[src/rtl/call_scheduler.sv]
// call_scheduler
//   Turns floor-button presses into a single registered target floor for the
//   cabin movement controller. Latches calls, detects arrival from the
//   reported cabin position/motion, times the door-open dwell, clears served
//   calls and chooses the next target with a direction-preserving (collective)
//   policy over three floors.
//
// Ports
//   clk         system clock, rising edge
//   rst_n       asynchronous active-low reset
//   btn[2:0]    call buttons (level), bit i = floor i+1
//   cur_floor   cabin position, LABEL_Fx encoding (any other code = invalid)
//   moving      1 while the cabin is in motion
//   door_hold   (only with CALL_SCHED_DOOR_HOLD_EN) freezes the dwell count
//   goal_floor  registered target floor for the movement controller
//   goal_valid  registered, goal_floor carries a pending call
//   req_led     pending-call indicators, bit i = floor i+1
//   door_open   registered door-open command during dwell
//
// Optional feature macro: CALL_SCHED_DOOR_HOLD_EN (adds door_hold).
module call_scheduler #(
  parameter logic [1:0]  LABEL_F1     = 2'b00,
  parameter logic [1:0]  LABEL_F2     = 2'b01,
  parameter logic [1:0]  LABEL_F3     = 2'b10,
  parameter int unsigned DWELL_CYCLES = 8
) (
  input  logic       clk,
  input  logic       rst_n,
  input  logic [2:0] btn,
  input  logic [1:0] cur_floor,
  input  logic       moving,
`ifdef CALL_SCHED_DOOR_HOLD_EN
  input  logic       door_hold,
`endif
  output logic [1:0] goal_floor,
  output logic       goal_valid,
  output logic [2:0] req_led,
  output logic       door_open
);

  localparam int unsigned CW = (DWELL_CYCLES > 2) ? $clog2(DWELL_CYCLES) : 1;
  localparam logic [CW-1:0] DWELL_LOAD = CW'(DWELL_CYCLES - 1);

  typedef enum logic [1:0] {ST_IDLE, ST_UP, ST_DOWN, ST_DWELL} state_t;
  typedef enum logic {DIR_UP, DIR_DOWN} dir_t;

  state_t        state_q, state_d;
  dir_t          dir_q, dir_d;
  logic [2:0]    pending_q, pending_d;
  logic [2:0]    btn_q;
  logic [CW-1:0] cnt_q, cnt_d;
  logic [1:0]    goal_floor_q, goal_floor_d;
  logic          goal_valid_q, goal_valid_d;
  logic          door_open_q, door_open_d;

  // Label -> ordinal (0..2); 3 marks an unrecognised code.
  function automatic logic [1:0] to_idx(input logic [1:0] code);
    if (code == LABEL_F1)      return 2'd0;
    else if (code == LABEL_F2) return 2'd1;
    else if (code == LABEL_F3) return 2'd2;
    else                       return 2'd3;
  endfunction

  function automatic logic [1:0] to_label(input logic [1:0] idx);
    case (idx)
      2'd0:    return LABEL_F1;
      2'd1:    return LABEL_F2;
      default: return LABEL_F3;
    endcase
  endfunction

  // Lowest set floor (nearest when travelling up from below the mask).
  function automatic logic [1:0] lowest(input logic [2:0] m);
    if (m[0])      return 2'd0;
    else if (m[1]) return 2'd1;
    else           return 2'd2;
  endfunction

  // Highest set floor (nearest when travelling down from above the mask).
  function automatic logic [1:0] highest(input logic [2:0] m);
    if (m[2])      return 2'd2;
    else if (m[1]) return 2'd1;
    else           return 2'd0;
  endfunction

  logic [1:0] cur_idx, goal_idx;
  logic       cur_ok;
  logic [2:0] cur_oh, rise;
  logic [2:0] above_m, below_m, between_m;
  logic [2:0] pend_above, pend_below, pend_between;
  logic       arrived, hold;

  assign cur_idx  = to_idx(cur_floor);
  assign goal_idx = to_idx(goal_floor_q);
  assign cur_ok   = (cur_idx != 2'd3);
  assign cur_oh   = cur_ok ? (3'b001 << cur_idx) : 3'b000;
  assign rise     = btn & ~btn_q;
  assign arrived  = (cur_floor == goal_floor_q) && !moving;

`ifdef CALL_SCHED_DOOR_HOLD_EN
  assign hold = door_hold;
`else
  assign hold = 1'b0;
`endif

  // Floors above/below the cabin, and strictly between cabin and goal
  // (in the current travel direction) for mid-trip retargeting.
  always_comb begin
    above_m   = 3'b000;
    below_m   = 3'b000;
    between_m = 3'b000;
    for (int i = 0; i < 3; i++) begin
      above_m[i] = cur_ok && (2'(i) > cur_idx);
      below_m[i] = cur_ok && (2'(i) < cur_idx);
      if (state_q == ST_DOWN)
        between_m[i] = below_m[i] && (2'(i) > goal_idx);
      else
        between_m[i] = above_m[i] && (2'(i) < goal_idx);
    end
  end

  assign pend_above   = pending_q & above_m;
  assign pend_below   = pending_q & below_m;
  assign pend_between = pending_q & between_m;

  always_comb begin
    logic [2:0] serve_m;  // floors whose call is served/suppressed this cycle
    state_d      = state_q;
    dir_d        = dir_q;
    cnt_d        = cnt_q;
    goal_floor_d = goal_floor_q;
    serve_m      = 3'b000;

    // Invalid position: everything frozen except call capture.
    if (cur_ok) begin
      case (state_q)
        ST_IDLE: begin
          if (!moving && (((rise | pending_q) & cur_oh) != 3'b000)) begin
            state_d = ST_DWELL;
            cnt_d   = DWELL_LOAD;
            serve_m = cur_oh;
          end else if ((pend_above | pend_below) != 3'b000) begin
            if ((pend_above != 3'b000) && (dir_q == DIR_UP || pend_below == 3'b000)) begin
              state_d      = ST_UP;
              goal_floor_d = to_label(lowest(pend_above));
            end else begin
              state_d      = ST_DOWN;
              goal_floor_d = to_label(highest(pend_below));
            end
          end
        end
        ST_UP, ST_DOWN: begin
          if (arrived) begin
            state_d = ST_DWELL;
            dir_d   = (state_q == ST_UP) ? DIR_UP : DIR_DOWN;
            cnt_d   = DWELL_LOAD;
            serve_m = cur_oh;
          end else if (pend_between != 3'b000) begin
            goal_floor_d = (state_q == ST_UP) ? to_label(lowest(pend_between))
                                              : to_label(highest(pend_between));
          end
        end
        default: begin  // ST_DWELL: presses at this floor extend the dwell
          serve_m = cur_oh;
          if ((rise & cur_oh) != 3'b000) begin
            cnt_d = DWELL_LOAD;
          end else if (hold) begin
            cnt_d = cnt_q;
          end else if (cnt_q != '0) begin
            cnt_d = cnt_q - CW'(1);
          end else if (dir_q == DIR_UP && pend_above != 3'b000) begin
            state_d      = ST_UP;
            goal_floor_d = to_label(lowest(pend_above));
          end else if (dir_q == DIR_DOWN && pend_below != 3'b000) begin
            state_d      = ST_DOWN;
            goal_floor_d = to_label(highest(pend_below));
          end else if (pend_below != 3'b000) begin
            state_d      = ST_DOWN;
            dir_d        = DIR_DOWN;
            goal_floor_d = to_label(highest(pend_below));
          end else if (pend_above != 3'b000) begin
            state_d      = ST_UP;
            dir_d        = DIR_UP;
            goal_floor_d = to_label(lowest(pend_above));
          end else begin
            state_d = ST_IDLE;
          end
        end
      endcase
      if (state_d == ST_IDLE || state_d == ST_DWELL)
        goal_floor_d = cur_floor;
    end

    // Set-then-clear: a capture coinciding with service of the same floor
    // leaves the call cleared.
    pending_d    = (pending_q | rise) & ~serve_m;
    goal_valid_d = cur_ok && (state_d == ST_UP || state_d == ST_DOWN);
    door_open_d  = cur_ok && (state_d == ST_DWELL);
  end

  always_ff @(posedge clk or negedge rst_n) begin
    if (!rst_n) begin
      state_q      <= ST_IDLE;
      dir_q        <= DIR_UP;
      pending_q    <= 3'b000;
      btn_q        <= 3'b000;
      cnt_q        <= '0;
      goal_floor_q <= LABEL_F1;
      goal_valid_q <= 1'b0;
      door_open_q  <= 1'b0;
    end else begin
      state_q      <= state_d;
      dir_q        <= dir_d;
      pending_q    <= pending_d;
      btn_q        <= btn;
      cnt_q        <= cnt_d;
      goal_floor_q <= goal_floor_d;
      goal_valid_q <= goal_valid_d;
      door_open_q  <= door_open_d;
    end
  end

  assign goal_floor = goal_floor_q;
  assign goal_valid = goal_valid_q;
  assign req_led    = pending_q;
  assign door_open  = door_open_q;

endmodule

[config.mk]
export PLATFORM = sky130hd
export DESIGN_NAME = call_scheduler
export DESIGN_NICKNAME = d
export VERILOG_FILES = /design/src/rtl/call_scheduler.sv
export SDC_FILE = /design/constraint.sdc
export NUM_CORES = 1
export LEC_CHECK = 0
export BUFFER_PORTS_ARGS = -buffer_cell sky130_fd_sc_hd__clkbuf_2
export CAP_MARGIN = 40
export CORE_MARGIN = 1.5
export CORE_UTILIZATION = 60
export CTS_CLUSTER_DIAMETER = 120
export DETAILED_ROUTE_END_ITERATION = 8
export PLACE_DENSITY = 0.81
export SYNTH_ARGS = -nofsm -noshare
export SYNTH_HDL_FRONTEND = slang
export SYNTH_SLANG_ARGS = --single-unit
[constraint.sdc]
create_clock -name clk -period 4.84 [get_ports clk]
set_input_delay 0.726 -clock clk [delete_from_list [all_inputs] [get_ports clk]]
set_output_delay 0.726 -clock clk [all_outputs]
set_load 0.1 [all_outputs]
==> summary.txt <==
Run status
  – Status: complete, no violations

Floorplan
  – Width of the chip: approximately 51 um
  – # IOs: 15
  – Die area: 2630 um^2
  – Core ar.: 2210 um^2
  – Row count: 17
  – Initial Utilization: between 60% and 70%
  – Die H: 51.3 um

Global routing
  – Antenna violations before repair: 0
  – GRT Overall Usage: 28.3%
  – Vias in the first global route: roughly 1,200
  – Global-route wire length before repair: ~5700 um
  – Grt total ovfl: 0
  – Largest net degree at the start of global routing: 17

Final layout
  – Final Util: 68.9%
  – Fin area: 1530 um^2
  – Area added between synthesis and finish: 8.94%
  – Layout cells sized above 1: roughly 14%
  – # nets final: ~200
  – # diodes: 0

Synthesis
  – Top FF cell, synth: dfrtp_1
  – Synthesized Nets: 181
  – EDFF count, synth: 0
  – Yosys cell types: between 40 and 50
  – Cell Area, Synth: between 1000 and 1500 um^2
  – Syn Inst Count: between 150 and 200
  – Syn. warnings: 0
  – Dominant cells by area after synthesis: dfrtp_1 29%, ha_1 12%, a21oi_1 5.0%, o211ai_1 4.3%, inv_1 3.8%
  – #FFs+latches synth: 16
  – Register area share after synthesis: 28.6%
  – Mean area per synthesized cell: ~9 um^2
  – Top-area cell type share of the netlist area: 28.6%
  – Post-synth ARST share: 100%
  – Largest area contributor in the netlist: dfrtp_1

Power and ir drop
  – Max IR drop VDD: 0.565 mV
  – Pwr Total: ~1.1 mW
  – PD cells: just over 700 nW/um^2
  – LEAKAGE: 0.673 nW

Clock tree
  – Register clock-pin slew on the reported worst setup and hold paths: ~0.1 ns
  – Quantity of hold-fixing buffers added after cts: 0
  – Post-CTS resize count: 0
  – Root Buffer: clkbuf_4
  – Sinks on the clock net: 16
  – TritonCTS clock tree: built
  – Htree depth: 1
  – Post-CTS setup buffer count: 0
  – Total CTS buffers: 3
  – Clk buf depth: 2
  – Worst-Skew Late Latency: approximately 0.3 ns

Place
  – Detailed Place HPWL: 2500 um
  – # port buffers: 14
  – Placed instance area: ~1500 um^2
  – Gpl congestion: 0.924

Timing
  – Fin crit share: slightly above 60%
  – # setup viols final: 0
  – Hold Vio Cnt, Final: 0
  – Worst slew margin: around three fifths
  – Max Clk Rate: 0.336 GHz
  – Hold WS: around 0.34 ns
  – Least-Margin Pin Slew: between 0.5 and 0.6 ns
  – RSZ-0062 raised after global routing: no
  – Pins Over Slew Limit: 0
  – Period minus WS final: 2.97 ns
  – Final Skew: 0.00667 ns
  – Setup TNS Final: 0 ns

Drt
  – 1st-iter DRT viols: 79
  – Total routed wirelength: around 3400 um
  – DRC Markers: 0
  – Routed vias/inst: 6.64
  – ANT nets after route: 0
  – DRT Pass-1 Iters: 5
  – Wire per inst: approximately 17 um
  – DR vias: 1,341

Setup path
  – Critical path data arrival time: roughly 3.1 ns
  – Worst-path maximum fanout: 16
  – CP Class: primary input to flop
  – CP required: 5.01 ns
  – CP endpoint kind: flop
  – Startpoint types: primary input

Flow run
  – Max-cap check violation count: 0

Hold path
  – Hold Crit Class: primary input to async pin
state kept, by name (all words and copies together) (netlist names):
register and flops:
dir_q 1, btn_q 3, state_q 2, door_open 1, req_led 3, goal_valid 1
goal_floor 2, cnt_q 3
path summary, 6_finish.rpt:
kind,start,end,slack [ns],cells past startpoint
setup reg to reg,state_q[0],goal_floor[1],2.18,9
setup / recovery,cur_floor[0],goal_valid,1.87,10
hold reg to reg,cnt_q[0],cnt_q[0],0.50,1
max in group asynchronous,rst_n,btn_q[1],4.22,1
hold / removal,rst_n,goal_floor[1],0.34,1
min in group clk,cnt_q[0],cnt_q[0],0.50,1
routing by layer:
layer	track usage, %	wire length [um]	vias to the layer above
li1	-	-	647
met5	0	0	-
met3	3.51	240	14
met4	7.46	61	0
met1	38.9	1520	611
met2	47.2	1540	69
cells in the mapped netlist, types with 4 or more instances:
cell type / count
dfrtp_1: 16
a21oi_1: 14
inv_1: 14
ha_1: 13
nand2_1: 12
o21ai_0: 9
o211ai_1: 8
nor2_1: 7
nand4_1: 6
nor2b_1: 6
a211o_1: 4
nand3_1: 4
nand3b_1: 4
critical path, stage by stage:
cell	delay [ns]
clkbuf_2	0.17
ha_1	0.54
nand3b_4	0.29
o2111ai_4	0.16
nor3b_1	0.17
o311a_1	0.38
nor3_1	0.16
a21oi_1	0.09
ha_1	0.31
nor2b_1	0.13
where the power goes:
group	internal, mW	total, mW	leakage [nW]	switching, mW
clock network	0.0459	0.0926	0.0210	0.0467
registers	0.182	0.249	0.180	0.0664
logic	0.235	0.766	0.471	0.530
kinds of logic after synthesis:
family / share of synthesized area [%]
AO/OA/AOI/OAI: 29.9
XOR/XNOR: 1.25
adder cells (fa/ha/maj): 11.6
buffers and inverters: 4.91
flip-flops: 28.6
multiplexers: 0.715
AND/OR/NAND/NOR: 23.1
final cells by class:
| cell class | instances | area, um^2 |
|---|---|---|
| inverter | 14 | 52.6 |
| multi-input combinational | 126 | 931 |
| tap | 28 | 35.0 |
| sequential | 16 | 400 |
| clock buffer | 4 | 36.3 |
| timing repair buffer | 14 | 70.1 |
| fill | 171 | 687 |
layout by cell type, fill, tap and decap left out, drive strengths merged, types with 6 or more instances in the layout:
cell type,synthesis,routed
nor2b,6,6
nor2,7,7
inv,14,14
o211ai,9,9
a21oi,15,15
o21ai,10,10
nand4,6,6
dfrtp,16,16
ha,13,13
clkbuf,3,18
nand2,12,12
per-stage QoR:
| stage | instances | worst slack [ns] |
|---|---|---|
| 6_report | 202 | 1.87 |
| 5_1_grt | 202 | 1.74 |
| 4_1_cts | 202 | 1.89 |
| 3_5_place_dp | 198 | 1.61 |
| 3_3_place_gp | 198 | 1.68 |
| 2_1_floorplan | 160 | 2.10 |
Note: power is estimated with default switching activity, not from simulation.
